[src/rtl/arcade_input_cond.sv]
// Per-player joystick conditioner: sync + debounce on every button, autofire on Fire,
// and Coin presses turned into fixed-width, rate-limited pulses through a small queue.

module arcade_input_cond_deb #(
  parameter int DEB_MS = 5
) (
  input  logic clk,
  input  logic rst_n,
  input  logic raw,
  input  logic tick,
  output logic stable
);
  localparam int CW = $clog2(DEB_MS + 1);
  localparam logic [CW-1:0] CLAST = CW'(DEB_MS - 1);

  logic          s1, s2;
  logic [CW-1:0] cnt;

  always_ff @(posedge clk or negedge rst_n) begin
    if (!rst_n) begin
      s1     <= 1'b0;
      s2     <= 1'b0;
      stable <= 1'b0;
      cnt    <= '0;
    end else begin
      s1 <= raw;
      s2 <= s1;
      // any cycle of agreement restarts the run, so only unbroken disagreement flips
      if (s2 == stable) cnt <= '0;
      else if (tick) begin
        if (cnt == CLAST) begin
          stable <= ~stable;
          cnt    <= '0;
        end else cnt <= cnt + 1'b1;
      end
    end
  end
endmodule

module arcade_input_cond #(
  parameter int TICK_DIV    = 24576,
  parameter int DEB_MS      = 5,
  parameter int AF_MS       = 33,
  parameter int COIN_MS     = 100,
  parameter int COIN_GAP_MS = 100,
  parameter int QMAX        = 15
) (
  input  logic       clk,
  input  logic       RESET_N,
  input  logic [8:0] joy_in,
  input  logic       autofire_en,
  output logic [8:0] joy_out,
  output logic       coin_busy,
  output logic [7:0] coin_total
);
  localparam int TW   = (TICK_DIV > 1) ? $clog2(TICK_DIV) : 1;
  localparam int AW   = $clog2(AF_MS + 1);
  localparam int CMAX = (COIN_MS > COIN_GAP_MS) ? COIN_MS : COIN_GAP_MS;
  localparam int CW   = $clog2(CMAX + 1);
  localparam int QW   = $clog2(QMAX + 1);

  localparam logic [TW-1:0] TLAST  = TW'(TICK_DIV - 1);
  localparam logic [AW-1:0] ALAST  = AW'(AF_MS - 1);
  localparam logic [CW-1:0] CPULSE = CW'(COIN_MS);
  localparam logic [CW-1:0] CGAP   = CW'(COIN_GAP_MS);
  localparam logic [CW-1:0] CONE   = CW'(1);
  localparam logic [QW-1:0] QLAST  = QW'(QMAX);

  typedef enum logic [1:0] {IDLE, PULSE, GAP} coin_state_t;

  logic [TW-1:0] tcnt;
  logic          tick;
  logic [8:0]    stable;
  logic [6:0]    pass;
  logic          af_out, arm_prev;
  logic [AW-1:0] af_cnt;
  coin_state_t   state;
  logic [CW-1:0] ccnt;
  logic [QW-1:0] queue;
  logic          coin_prev, coin_out, coin_rise, take;

  assign tick = (tcnt == TLAST);

  always_ff @(posedge clk or negedge RESET_N) begin
    if (!RESET_N) tcnt <= '0;
    else          tcnt <= tick ? '0 : tcnt + 1'b1;
  end

  for (genvar i = 0; i < 9; i++) begin : g_bit
    arcade_input_cond_deb #(.DEB_MS(DEB_MS)) u_deb (
      .clk   (clk),
      .rst_n (RESET_N),
      .raw   (joy_in[i]),
      .tick  (tick),
      .stable(stable[i])
    );
  end

  always_ff @(posedge clk or negedge RESET_N) begin
    if (!RESET_N) pass <= '0;
    else          pass <= {stable[8], stable[6:5], stable[3:0]};
  end

  // arm_prev low means this cycle starts a held (fire & enabled) period: restart high
  always_ff @(posedge clk or negedge RESET_N) begin
    if (!RESET_N) begin
      af_out   <= 1'b0;
      af_cnt   <= '0;
      arm_prev <= 1'b0;
    end else begin
      arm_prev <= autofire_en & stable[4];
      if (!autofire_en) begin
        af_out <= stable[4];
        af_cnt <= '0;
      end else if (!stable[4]) begin
        af_out <= 1'b0;
        af_cnt <= '0;
      end else if (!arm_prev) begin
        af_out <= 1'b1;
        af_cnt <= '0;
      end else if (tick) begin
        if (af_cnt == ALAST) begin
          af_out <= ~af_out;
          af_cnt <= '0;
        end else af_cnt <= af_cnt + 1'b1;
      end
    end
  end

  assign coin_rise = stable[7] & ~coin_prev;
  assign take      = (state == IDLE) && (queue != '0);

  always_ff @(posedge clk or negedge RESET_N) begin
    if (!RESET_N) begin
      coin_prev  <= 1'b0;
      queue      <= '0;
      state      <= IDLE;
      ccnt       <= '0;
      coin_out   <= 1'b0;
      coin_total <= '0;
    end else begin
      coin_prev <= stable[7];
      if (coin_rise && !take) begin
        if (queue != QLAST) queue <= queue + 1'b1;
      end else if (take && !coin_rise) queue <= queue - 1'b1;

      case (state)
        IDLE: if (take) begin
          state      <= PULSE;
          ccnt       <= CPULSE;
          coin_out   <= 1'b1;
          coin_total <= coin_total + 1'b1;
        end
        PULSE: if (tick) begin
          if (ccnt == CONE) begin
            state    <= GAP;
            ccnt     <= CGAP;
            coin_out <= 1'b0;
          end else ccnt <= ccnt - 1'b1;
        end
        GAP: if (tick) begin
          if (ccnt == CONE) begin
            state <= IDLE;
            ccnt  <= '0;
          end else ccnt <= ccnt - 1'b1;
        end
        default: begin
          state    <= IDLE;
          coin_out <= 1'b0;
        end
      endcase
    end
  end

  assign coin_busy = (state != IDLE) || (queue != '0);
  assign joy_out   = {pass[6], coin_out, pass[5:4], af_out, pass[3:0]};
endmodule

[config.mk]
export PLATFORM = sky130hd
export DESIGN_NAME = arcade_input_cond
export DESIGN_NICKNAME = d
export VERILOG_FILES = /design/src/rtl/arcade_input_cond.sv
export SDC_FILE = /design/constraint.sdc
export NUM_CORES = 1
export LEC_CHECK = 0
export CAP_MARGIN = 20
export CORE_MARGIN = 1.5
export CORE_UTILIZATION = 41
export DETAILED_ROUTE_END_ITERATION = 16
export DONT_BUFFER_PORTS = 1
export GPL_TIMING_DRIVEN = 0
export HOLD_SLACK_MARGIN = 0.1
export PLACE_DENSITY = 0.57
export SETUP_SLACK_MARGIN = 0.3
export SLEW_MARGIN = 0
export SYNTH_ARGS = -nofsm -noshare
export SYNTH_HDL_FRONTEND = slang
export SYNTH_SLANG_ARGS = --single-unit
[constraint.sdc]
create_clock -name clk -period 4.6 [get_ports clk]
set_input_delay 0.23 -clock clk [delete_from_list [all_inputs] [get_ports clk]]
set_output_delay 0.23 -clock clk [all_outputs]
set_load 0.005 [all_outputs]
* Yosys cells after proc, flatten, opt, wreduce, memory -nomap -nowiden
Index checks and enable logic that the tools add are counted.
Storage, ports and cells: word-level logic and storage cells 209, register bits 107, output and inout port bits 18
Cells by class: bitwise gates (word level) 23, equal/unequal tests 32, multiplexer cells 57, $add $sub $neg 15, reduce and logical (&&, ||, !) cells 35
Operators with widths (number):
- $mux 3 | 27
- $mux 7 | 5
- $mux 6 | 5
- $add 3x1->3 const B | 9
- $eq 3x3->1 const B | 9
- $reduce_and 3->1 | 9
- $reduce_bool 2->1 | 11
- $not 1->1 | 21
- $pmux 7 s3 | 1
- $add 15x1->15 const B | 1
- $eq 15x15->1 const B | 1
- $mux 15 | 1
- $mux 4 | 3
- $ne 4x4->1 const B | 3
- $mux 2 | 5
- $ne 2x2->1 const B | 5
- $eq 1x1->1 | 9
- $add 8x1->8 const B | 1
- $mux 1 | 8
- $reduce_and 4->1 | 2
- $eq 7x1->1 const B | 1
- $sub 7x1->7 const B | 1
- $add 6x1->6 const B | 1
- $eq 6x6->1 const B | 1
- 16 further kinds | 22

* Depth between registers and ports, before layout
depth in word-level cells 6, gate-level depth with buffers 9, depth with buffers taken out 9

* Modules after synthesis
From an unflattened synthesis, not the netlist that was laid out.
Second synthesis, totals: cell total of the unflattened synthesis 442, area total of the unflattened synthesis 5059.9 µm²
Modules (own cells, without submodules):
- arcade_input_cond | cells each 244, seq. area each 1326.3 µm², area each 2666.3 µm², instances 1
- arcade_input_cond_deb at g_bit[1].u_deb ... | cells each 22, seq. area each 150.1 µm², area each 266.5 µm², instances 8
- arcade_input_cond_deb at g_bit[0].u_deb | cells each 22, seq. area each 150.1 µm², area each 261.5 µm², instances 1

* Worst setup path before layout
OpenSTA, ideal clock, no wires.
path kind register -> register, start register queue[0], end register queue[3], data required time 4.521 ns, slack 2.362 ns, path buffers 0, arrival 2.158 ns, cell stages (with the launch flop) 9, clock period less this slack 2.238 ns, path through dfrtp_1 nor4_4 nand2b_1 nand2_1 ha_1 a21o_1 a21oi_1 mux2i_1 xor2_1
Between the ends: cells in the longest elaborated chain, start to end 6, elaborated cells on any way between the ends 14
Ends and longest elaborated chain:
- start: declaration | RTL line 79 | logic [QW-1:0] queue;
- start signal: assignment | RTL line 144 | if (queue != QLAST) queue <= queue + 1'b1;
- start signal: assignment | RTL line 145 | end else if (take && !coin_rise) queue <= queue - 1'b1;
- parallel branches: the longest is 6 deep, another holds $sub 4x1->4
Several ways; the timed one is not identified. The select of a mux whose other input is x is not followed. A chain may end at the register's enable or synchronous reset.

* Final worst setup path
Same ends and word-level chain as after synthesis.

==> flow_summary_export.csv <==
group,metric,value,unit
run_status,status,"finished clean",
setup_path,required_time_at_the_endpoint_of_the_critical_path,4.87,ns
sta,worst_slack,2.10,ns
logic_synthesis,yosysUniqueCellTypes,47,
logic_synthesis,synth.net_count,512,
cts,clock_pin_transition_on_the_worst_setup_and_hold_timing_paths,0.07,ns
logic_synthesis,simple_logic_cell_fraction_of_the_synthesized_area,15.8,%
grt,initial_antenna_violation_count,0,
sta,layout_worst_path_cycle_share,54.4,%
grt,grt_overflow_total,0,
power_and_ir_drop,pwr_density,322,nW/µm²
sta,achievable-frequency,0.400,GHz
routing,viasPerCell,5.17,
sta,report.final.slew_viol_count,0,
power_and_ir_drop,static-leakage-power,0.00255,µW
grt,grt_pass1_wl,15300,µm
logic_synthesis,synth-seq-cells,107,
logic_synthesis,netlist_top_cells_count,"sky130_fd_sc_hd__dfrtp_1, sky130_fd_sc_hd__nand2_1, sky130_fd_sc_hd__a21oi_1",
logic_synthesis,synthCells,469,
logic_synthesis,ys_seq_area_share,53.9,%
cts,cts-resized-gates,0,
logic_synthesis,syn_avg_cell_area,10.6,µm²
grt,maximum_number_of_pins_on_one_net_before_global_route_repair,108,
final_layout,layout.area.seq,2680,µm²
power_and_ir_drop,vdd_drop_max,0.199,mV
place,routabilityCongestion,0.808,
routing,drt_drc_violations_left,0,
floorplan,io-pin-count,30,
logic_synthesis,number_of_warnings_issued_by_yosys,0,
final_layout,num-fill-cells,1083,
setup_path,cell_breakdown_of_the_critical_path,"nor4_4 > nand2b_1 > nand2_1 > ha_1 > a21o_1 > a21oi_1 > mux2i_1 > xor2_1",
flow_run,cap_violations,0,
power_and_ir_drop,report.power.total,1800,µW
logic_synthesis,netlist.area_leader.share,53.9,%
cts,post-cts-setup-buffer-count,0,
hold_path,worst_hold_path_type,"input pin to flop",
setup_path,slowest_stage_cell_crit_path,"sky130_fd_sc_hd__nor4_4",
logic_synthesis,compound_gate_portion_of_the_synthesized_area,10.6,%
floorplan,chipWidth,113,µm
routing,routed_wl,8840,µm
logic_synthesis,post-synth-top-count-cell,"sky130_fd_sc_hd__dfrtp_1",
routing,detail_route.wl_per_cell,13.8,µm
final_layout,post-route-util,47.0,%
floorplan,core-area,11900,µm²
sta,fin_setup_tns,0,ns
logic_synthesis,asyncSetResetFlopFracSynth,100,%
sta,hold_violations,0,
routing,firstDrtPassIters,4,
routing,num_vias,3321,
setup_path,crit_arrival,2.77,ns
logic_synthesis,synth.largest_area_cell,"sky130_fd_sc_hd__dfrtp_1",
cts,cts-root-buf,"sky130_fd_sc_hd__clkbuf_16",
setup_path,worstPathMaxFanout,7,
sta,layout_min_cycle_time,2.50,ns
cts,cts_made_buffers,9,
setup_path,crit_path_max_incr_delay,0.49,ns
place,port-buffer-count,0,
final_layout,area_delta_synth_final,12.7,%
cts,cts_htree_levels,3,
sta,worst-slew-pin-transition,0.563,ns
final_layout,antenna_cells,0,
sta,rsz_0062_raised_after_global_routing,"no",
logic_synthesis,ys_top_cells_by_area,"sky130_fd_sc_hd__dfrtp_1, sky130_fd_sc_hd__ha_1, sky130_fd_sc_hd__nand2_1, sky130_fd_sc_hd__a21oi_1, sky130_fd_sc_hd__xnor2_1",
cts,clkLatencyLatePin,0.35,ns
logic_synthesis,yosys.area_share.xor_xnor,5.29,%
setup_path,cpLargestDelayFamily,"simple AND/OR/NAND/NOR gates",
logic_synthesis,muxShareOfSynthArea,2.92,%
sta,finalSetupViolations,0,
logic_synthesis,yosys.area_share.adder,7.96,%
logic_synthesis,synthFlopType,"sky130_fd_sc_hd__dfrtp_1",
floorplan,start_util,41.7,%
routing,drt_iter0_markers,150,
floorplan,row_count,40,
floorplan,die-height,113,µm
final_layout,layout-drive-gt1-share,8.28,%
setup_path,critical_path_capture_point_type,"flop",
routing,postRouteAntennaNets,0,
final_layout,design.final.nets,535,
sta,fin_worst_skew,0.00917,ns
floorplan,die_area,12800,µm²
logic_synthesis,post_synth_instance_area,4970,µm²
place,place_hpwl,5790,µm
logic_synthesis,synth_top_family_by_area,"simple AND/OR/NAND/NOR gates",
place,preCtsSetupSlack,2.11,ns
setup_path,path_class,"flop to flop",
grt,grt.total_usage,15.2,%
cts,clock-sinks,107,
grt,vias_in_the_first_global_route,3255,
cts,tritoncts_clock_tree,"done",
cts,largest_buffer_count_on_any_clock_path,2,
logic_synthesis,post_synth_edffs,0,
final_layout,multi_input_comb_area,2110,µm²
setup_path,cp_num_buf_inv,0,
sta,max_slew_margin,62.4,%
setup_path,startpoint_type,"flop",
## cell families (layout without fill, tap and decap cells)
family | count (synthesis) | count (layout)
buffers and inverters | 39 | 65
and+or+nand+nor | 156 | 156
AOI/OAI and AO/OA | 93 | 93
xor gates and xnor gates | 30 | 30
muxes | 13 | 13
DFF | 107 | 107
adders and majority gates | 31 | 31
## flip-flops by register name, indices dropped and copies added, names as in the netlist
| register | flops |
|---|---|
| arm_prev | 1 |
| coin_total | 8 |
| tcnt | 15 |
| state | 2 |
| g_bit.u_deb.cnt | 27 |
| coin_prev | 1 |
| af_out | 1 |
| g_bit.u_deb.s2 | 9 |
| g_bit.u_deb.stable | 9 |
| ccnt | 7 |
| g_bit.u_deb.s1 | 9 |
| af_cnt | 6 |
| queue | 4 |
| coin_out | 1 |
| pass | 7 |
## metal layers
layer / GRT usage [%] / routed length [µm] / vias up
li1: - / - / 1649
met1: 19.1 / 4300 / 1609
met3: 3.59 / 333 / 16
met2: 24.9 / 4030 / 47
met4: 7.08 / 180 / 0
met5: 0 / 0 / -
## cell type report
cell class              count  area share, %
clock inverters             5           1.52
clock buffers               9           4.02
inverters                  28           1.88
repair buffers             12           2.46
well taps                 147           3.28
flip-flops and latches    107           47.8
plain buffers              11           1.27
multi-input cells         323           37.8
## placed cells by master, fill, tap and decap left out, types with 4 or more instances in the layout
| master | netlist | routed |
|---|---|---|
| sky130_fd_sc_hd__clkbuf_16 | 0 | 9 |
| sky130_fd_sc_hd__mux2_2 | 9 | 9 |
| sky130_fd_sc_hd__nand4_1 | 6 | 6 |
| sky130_fd_sc_hd__ha_1 | 30 | 30 |
| sky130_fd_sc_hd__a21oi_1 | 46 | 46 |
| sky130_fd_sc_hd__o21ai_0 | 26 | 26 |
| sky130_fd_sc_hd__nand2_1 | 67 | 67 |
| sky130_fd_sc_hd__nand3_1 | 23 | 23 |
| sky130_fd_sc_hd__xor2_1 | 13 | 13 |
| sky130_fd_sc_hd__inv_1 | 28 | 28 |
| sky130_fd_sc_hd__and3_1 | 5 | 5 |
| sky130_fd_sc_hd__dlygate4sd3_1 | 0 | 11 |
| sky130_fd_sc_hd__nand3b_1 | 10 | 10 |
| sky130_fd_sc_hd__nor2b_1 | 6 | 6 |
| sky130_fd_sc_hd__buf_4 | 5 | 5 |
| sky130_fd_sc_hd__dfrtp_1 | 107 | 107 |
| sky130_fd_sc_hd__nor2_1 | 19 | 19 |
| sky130_fd_sc_hd__xnor2_1 | 17 | 17 |
| sky130_fd_sc_hd__nand2b_1 | 4 | 4 |
## what timing repair did
action / in CTS / in global routing
hold buffers: 12 / 0
endpoints found under the setup margin: 0 / 0
hold endpoints to repair: 118 / 0
## worst register-to-register path: cells and delay by family, from the launching register on
kind / cells / cell delay (ns)
and+or+nand+nor: 3 / 0.91
DFF: 1 / 0.48
xor gates and xnor gates: 1 / 0.17
muxes: 1 / 0.24
AOI/OAI and AO/OA: 2 / 0.32
adders and majority gates: 1 / 0.30
## worst paths after layout
path,startpoint,to,slack (ns),depth (start not counted)
hold / removal,autofire_en,af_cnt[1],0.14,2
min in group asynchronous,RESET_N,queue[1],0.44,2
hold reg to reg,g_bit[6].u_deb.s1,g_bit[6].u_deb.s2,0.34,0
setup / recovery,queue[0],queue[3],2.10,8
max in group asynchronous,RESET_N,g_bit[6].u_deb.stable,3.69,2
setup reg to reg,queue[0],queue[3],2.10,8
## report_power, final
part / total (µW) / switching [µW] / internal [µW]
logic: 34.2 / 23.0 / 11.2
registers: 952 / 3.60 / 948
clock network: 817 / 343 / 475
total: 1800 / 369 / 1430
## per-stage QoR
stage / area (µm²) / hold WS (ns) / instances
after global routing: 5600 / 0.163 / 642
after CTS: 5600 / 0.114 / 642
after global placement: 5150 / -0.0614 / 616
final: 5600 / 0.136 / 642
after floorplan: 4970 / -0.0656 / 469
after detailed placement: 5150 / -0.0608 / 616
Note: power is estimated with default switching activity, not from simulation.
